## src/rtl/stream_integrate_dump_pkg.sv

```systemverilog
// Shared stream-path constants: FSM encodings and the frame-sum width rule
// used by the integrator and everything that consumes its output.
package stream_integrate_dump_pkg;

    typedef enum logic {
        ST_IDLE  = 1'b0,
        ST_ACCUM = 1'b1
    } state_t;

    localparam int DEFAULT_DATA_WIDTH = 16;
    localparam int DEFAULT_LEN_WIDTH  = 16;

    // A sum of up to 2^lw-1 samples of dw signed bits never needs more than dw+lw bits.
    function automatic int out_width(input int dw, input int lw);
        return dw + lw;
    endfunction

endpackage

```

## src/rtl/stream_integrate_dump_if.sv

```systemverilog
// Valid-only stream (no backpressure) used between datapath stages.
interface stream_integrate_dump_if #(
    parameter int WIDTH = 16
);
    logic [WIDTH-1:0] tdata;
    logic             tvalid;

    modport master (output tdata, output tvalid);
    modport slave  (input  tdata, input  tvalid);
endinterface

```

## src/rtl/stream_integrate_dump.sv

```systemverilog
// Integrate-and-dump decimator: sums N valid signed samples at full precision
// and emits one sum per frame, restarting immediately when still enabled.
module stream_integrate_dump
    import stream_integrate_dump_pkg::*;
#(
    parameter int DATA_WIDTH = DEFAULT_DATA_WIDTH,
    parameter int LEN_WIDTH  = DEFAULT_LEN_WIDTH
) (
    input  logic                    clk,
    input  logic                    reset,
    input  logic                    enable_i,
    input  logic [LEN_WIDTH-1:0]    len_i,
    stream_integrate_dump_if.slave  data_i,
    stream_integrate_dump_if.master data_o,
    output logic                    busy_o,
    output logic [LEN_WIDTH-1:0]    count_o
);

    localparam int OUT_WIDTH = out_width(DATA_WIDTH, LEN_WIDTH);

    state_t                 state_reg;
    state_t                 state_next;
    logic [OUT_WIDTH-1:0]   acc_reg;
    logic [LEN_WIDTH-1:0]   cnt_reg;
    logic [LEN_WIDTH-1:0]   len_reg;
    logic [OUT_WIDTH-1:0]   out_data_reg;
    logic                   out_valid_reg;

    logic [OUT_WIDTH-1:0]   sample_ext;
    logic [OUT_WIDTH-1:0]   sum_next;
    logic                   start_ok;
    logic                   last_sample;
    logic                   accum_take;
    logic                   dump;

    genvar gi;
    generate
        for (gi = 0; gi < OUT_WIDTH; gi++) begin : g_sext
            if (gi < DATA_WIDTH) begin : g_lo
                assign sample_ext[gi] = data_i.tdata[gi];
            end else begin : g_hi
                assign sample_ext[gi] = data_i.tdata[DATA_WIDTH-1];
            end
        end
    endgenerate

    // Two's-complement add on the sign-extended operand is exact at this width.
    assign sum_next    = acc_reg + sample_ext;
    assign start_ok    = enable_i && (len_i != '0);
    assign last_sample = (cnt_reg == (len_reg - LEN_WIDTH'(1)));
    assign accum_take  = (state_reg == ST_ACCUM) && enable_i && data_i.tvalid;
    assign dump        = accum_take && last_sample;

    always_ff @(posedge clk) begin
        if (reset) begin
            state_reg <= ST_IDLE;
        end else begin
            state_reg <= state_next;
        end
    end

    always_comb begin
        state_next = state_reg;
        case (state_reg)
            ST_IDLE: begin
                if (start_ok) begin
                    state_next = ST_ACCUM;
                end
            end
            ST_ACCUM: begin
                // Abort wins over a coincident dump.
                if (!enable_i) begin
                    state_next = ST_IDLE;
                end else if (dump && !start_ok) begin
                    state_next = ST_IDLE;
                end
            end
            default: state_next = ST_IDLE;
        endcase
    end

    always_ff @(posedge clk) begin
        if (reset) begin
            acc_reg       <= '0;
            cnt_reg       <= '0;
            len_reg       <= '0;
            out_data_reg  <= '0;
            out_valid_reg <= 1'b0;
        end else begin
            out_valid_reg <= 1'b0;
            if (state_reg == ST_IDLE) begin
                acc_reg <= '0;
                cnt_reg <= '0;
                if (start_ok) begin
                    len_reg <= len_i;
                end
            end else if (!enable_i) begin
                acc_reg <= '0;
                cnt_reg <= '0;
            end else if (dump) begin
                out_data_reg  <= sum_next;
                out_valid_reg <= 1'b1;
                acc_reg       <= '0;
                cnt_reg       <= '0;
                if (start_ok) begin
                    len_reg <= len_i;
                end
            end else if (accum_take) begin
                acc_reg <= sum_next;
                cnt_reg <= cnt_reg + LEN_WIDTH'(1);
            end
        end
    end

    always_comb begin
        busy_o  = (state_reg == ST_ACCUM);
        count_o = cnt_reg;
    end

    assign data_o.tdata  = out_data_reg;
    assign data_o.tvalid = out_valid_reg;

endmodule

```

## src/flat_wrapper.sv

```systemverilog
// flat-port wrapper written by rule: the top's interface ports become plain ports
module stream_integrate_dump_flat import stream_integrate_dump_pkg::*;
#(
    parameter int DATA_WIDTH = DEFAULT_DATA_WIDTH,
    parameter int LEN_WIDTH  = DEFAULT_LEN_WIDTH
)
  (clk, reset, enable_i, len_i, busy_o, count_o, data_i_tdata, data_i_tvalid, data_o_tdata, data_o_tvalid);
  stream_integrate_dump_if #(.WIDTH(16)) data_i_i ();
  stream_integrate_dump_if #(.WIDTH(32)) data_o_i ();
  input  logic clk;
  input  logic reset;
  input  logic enable_i;
  input  logic [LEN_WIDTH-1:0] len_i;
  output logic busy_o;
  output logic [LEN_WIDTH-1:0] count_o;
  input wire logic [$bits(data_i_i.tdata)-1:0] data_i_tdata;
  input wire logic [$bits(data_i_i.tvalid)-1:0] data_i_tvalid;
  output wire logic [$bits(data_o_i.tdata)-1:0] data_o_tdata;
  output wire logic [$bits(data_o_i.tvalid)-1:0] data_o_tvalid;
  assign data_i_i.tdata = data_i_tdata;
  assign data_i_i.tvalid = data_i_tvalid;
  assign data_o_tdata = data_o_i.tdata;
  assign data_o_tvalid = data_o_i.tvalid;
  stream_integrate_dump #(.DATA_WIDTH(DATA_WIDTH), .LEN_WIDTH(LEN_WIDTH)) u_core (.clk(clk), .reset(reset), .enable_i(enable_i), .len_i(len_i), .data_i(data_i_i), .data_o(data_o_i), .busy_o(busy_o), .count_o(count_o));
endmodule
```

## config.mk

```make
export PLATFORM = sky130hd
export DESIGN_NAME = stream_integrate_dump_flat
export DESIGN_NICKNAME = d
export VERILOG_FILES = /design/src/rtl/stream_integrate_dump_pkg.sv /design/src/rtl/stream_integrate_dump_if.sv /design/src/rtl/stream_integrate_dump.sv /design/src/flat_wrapper.sv
export SDC_FILE = /design/constraint.sdc
export NUM_CORES = 1
export LEC_CHECK = 0
export CAP_MARGIN = 0
export CORE_ASPECT_RATIO = 2
export CORE_UTILIZATION = 59
export CTS_CLUSTER_DIAMETER = 60
export CTS_CLUSTER_SIZE = 40
export DETAILED_ROUTE_END_ITERATION = 7
export PLACE_DENSITY_LB_ADDON = 0.05
export SYNTH_ARGS = -nofsm -noshare
export SYNTH_HDL_FRONTEND = slang
export SYNTH_SLANG_ARGS = --single-unit
```

## constraint.sdc

```tcl
create_clock -name clk -period 7 [get_ports clk]
set_clock_uncertainty 0.15 [all_clocks]
set_input_delay 0.7 -clock clk [delete_from_list [all_inputs] [get_ports clk]]
set_output_delay 0.7 -clock clk [all_outputs]
set_load 0.01 [all_outputs]
```

==> flow_summary.toml <==
[place]
finalWeightedCongestion = 0.9294
portBuffers = 85
dp_hpwl_um = 11770

[floorplan]
io_pins = 86
rows = 50
start_util = 0.6113
fp.dieArea_mm2 = 0.01015
coreArea_mm2 = 0.009384
fp.dieW_um = 71.73
die_h_um = 141.5

[synthesis]
synth_ff_type = "dfxtp_1"
yosys.area.top_type = "dfxtp_1"
syn_inst = 719
synth_edf_count = 0
synthArstFlopShare = 0
synth_area_leaders = "dfxtp_1, nand2_1, ha_1, a21oi_1, xnor2_1"
synthesis.nets = 789
synth_top_area_share = 0.3420
ys.warnings.count = 0
ys_ff_latch = 98
syn_area_mm2 = 0.005737
yosysSeqAreaShare = 0.3420
synth_cell_type_count = 68
syn_area_per_cell_um2 = 7.979

[power_and_ir_drop]
power.internal_w = 0.0008783
power.share.combinational = 0.130
cellLeakagePower_nw = 2.617
finalPower_w = 0.001203
seqPwrFrac = 0.480
p_per_area_mw_per_mm2 = 174.7
switching_share = 0.2696
p_switching_w = 0.0003242
vdd_drop_max_mv = 0.1461
pwr-share-clk = 0.390

[route]
vias_per_cell = 6.101
first_pass_iters = 5
drc = 0
wirelength_um = 16030
via_count = 5473
wl_per_cell_um = 17.87
drt_iter0_drc = 262
drtAntennaViolNets = 0

[critical_path]
crit_path_end_kind = "register"
cp_max_fo = 40
path_class = "in2reg"
crit_required_ps = 7070
arrival_ps = 4700
start_kind = "input pin"

[timing]
period_needed_ps = 4628
maxSlewHeadroom = 0.4317
max_slew.worst_pin.slew_ps = 849.8
hold_violations = 0
max_freq_mhz = 216.1
finalSetupTns_ps = 0
maxSlewViolCount = 0
fin_crit_sh = 0.6611
rsz0062_at_grt = "false"
finalSetupViolations = 0

[clock_network]
cts_resized = 0
clock-root-buffer = "clkbuf_16"
path_clk_slew_ps = 70
numCtsBuffers = 9
ctsHoldBuffers = 0
cts_max_path_buffers = 2
cts.sinks = 98
cts_max_level = 3
worstSkewPairLatency_ps = 350
tritoncts = "done"
postCtsSetupBuffers = 0

[outcome]
status = "complete, no violations"

[global_routing]
grt.total_usage = 0.3262
grt_pass1_wl_um = 25560
grt_pass1_vias = 5443
antenna_found_initial = 0
overflow = 0
grt_max_degree = 47

[cells_and_area]
antenna_cells = 0
nets = 859
drive_gt1_frac = 0.04161
synthToLayoutAreaGrowth_pct = 19.98
utilization = 0.7335

[job]
cap_viol_max_count = 0

[hold_path]
min_path_type = "reg2reg"
-- final cells by class --
| cell class | count | area, um^2 |
|---|---|---|
| fillers | 746 | 2501 |
| multi-input cells | 573 | 3562 |
| repair buffers | 90 | 888.4 |
| flip-flops and latches | 98 | 1962 |
| clock inverters | 6 | 51.30 |
| clock buffers | 9 | 225.2 |
| inverters | 17 | 63.81 |
| well taps | 104 | 130.1 |
-- layer usage --
layer	GRT usage	up-vias	part of all wire
met3	0.04688	52	0.041
li1	-	2646	-
met2	0.6400	193	0.55
met1	0.3101	2582	0.36
met5	0	-	0
met4	0.1806	0	0.048
-- layout by cell type (no fill, tap or decap), types with 3 or more instances in the layout --
| cell | count |
|---|---|
| mux2i_1 | 21 |
| ha_1 | 33 |
| nand2b_1 | 4 |
| clkbuf_16 | 9 |
| dfxtp_1 | 98 |
| nand3b_1 | 3 |
| clkdlybuf4s50_1 | 85 |
| inv_1 | 16 |
| xnor2_1 | 32 |
| a21boi_0 | 3 |
| o21bai_1 | 5 |
| a211oi_1 | 9 |
| o211ai_1 | 6 |
| a31oi_1 | 4 |
| o21a_1 | 4 |
| nand2_1 | 139 |
| or3_1 | 4 |
| nor2b_1 | 4 |
| nand4_1 | 7 |
| and2_1 | 3 |
| o21ai_1 | 8 |
| nand3_1 | 19 |
| a21o_1 | 6 |
| nor3_1 | 9 |
| nor4_1 | 5 |
| xor2_1 | 28 |
| nor2_1 | 67 |
| o21ai_0 | 15 |
| clkinvlp_4 | 3 |
| a21oi_1 | 77 |
| and3_1 | 17 |
| buf_4 | 5 |
-- metrics by stage --
step | worst slack (ps) | hold slack [ps] | cell area [um^2] | instances
global placement | 2155 | 289.4 | 6606 | 882
detailed placement | 2047 | 290.9 | 6606 | 882
global route | 2152 | 324.1 | 6883 | 897
CTS | 2412 | 309.4 | 6883 | 897
finish | 2372 | 307.2 | 6883 | 897
floorplan | 3827 | 285.6 | 5737 | 719
-- power groups by stage --
stage                     combinational, W  clock [W]  sequential (W)
after floorplan                   0.000108          0        0.000584
after global placement            0.000148          0        0.000590
after detailed placement          0.000153          0        0.000590
after CTS                         0.000155   0.000477        0.000577
after global routing              0.000170   0.000501        0.000578
final                             0.000156   0.000469        0.000577
-- Yosys cell counts (4+ instances only) --
library cell,number
a211oi_1,9
a21o_1,6
a21oi_1,77
a31oi_1,4
and3_1,17
buf_2,5
clkbuf_1,22
dfxtp_1,98
ha_1,33
inv_1,16
mux2i_1,21
nand2_1,139
nand2b_1,4
nand3_1,19
nand4_1,7
nor2_1,67
nor2b_1,4
nor3_1,9
nor4_1,5
o211ai_1,6
o21a_1,4
o21ai_0,15
o21ai_1,8
o21bai_1,5
or3_1,4
xnor2_1,32
xor2_1,28
-- critical path: stages --
cell             delay (ps)
clkdlybuf4s50_1         520
and3_1                  170
buf_4                   400
nand3_1                 120
a211oi_1                300
and4_1                  250
nand4_2                 670
nand4b_1                940
buf_4                   490
a211oi_1                100
-- final timing paths --
kind,slack [ps],depth (start not counted),endpoint,from
setup / recovery,2370,10,u_core.acc_reg[1],enable_i
setup reg to reg,2440,11,u_core.acc_reg[1],u_core.len_reg[0]
hold reg to reg,310,2,u_core.data_o.tdata[18],u_core.data_o.tdata[18]
hold / removal,310,2,u_core.data_o.tdata[18],u_core.data_o.tdata[18]
-- logic make-up after synthesis --
| logic type | count (synthesis) | share of synthesized area |
|---|---|---|
| flops | 98 | 0.3420 |
| compound gates | 163 | 0.1773 |
| fa+ha+maj | 34 | 0.07546 |
| simple gates | 292 | 0.2340 |
| mux | 24 | 0.04253 |
| buf+inv | 48 | 0.03707 |
| xor+xnor | 60 | 0.09160 |
Power figures use the tool's default switching activity.
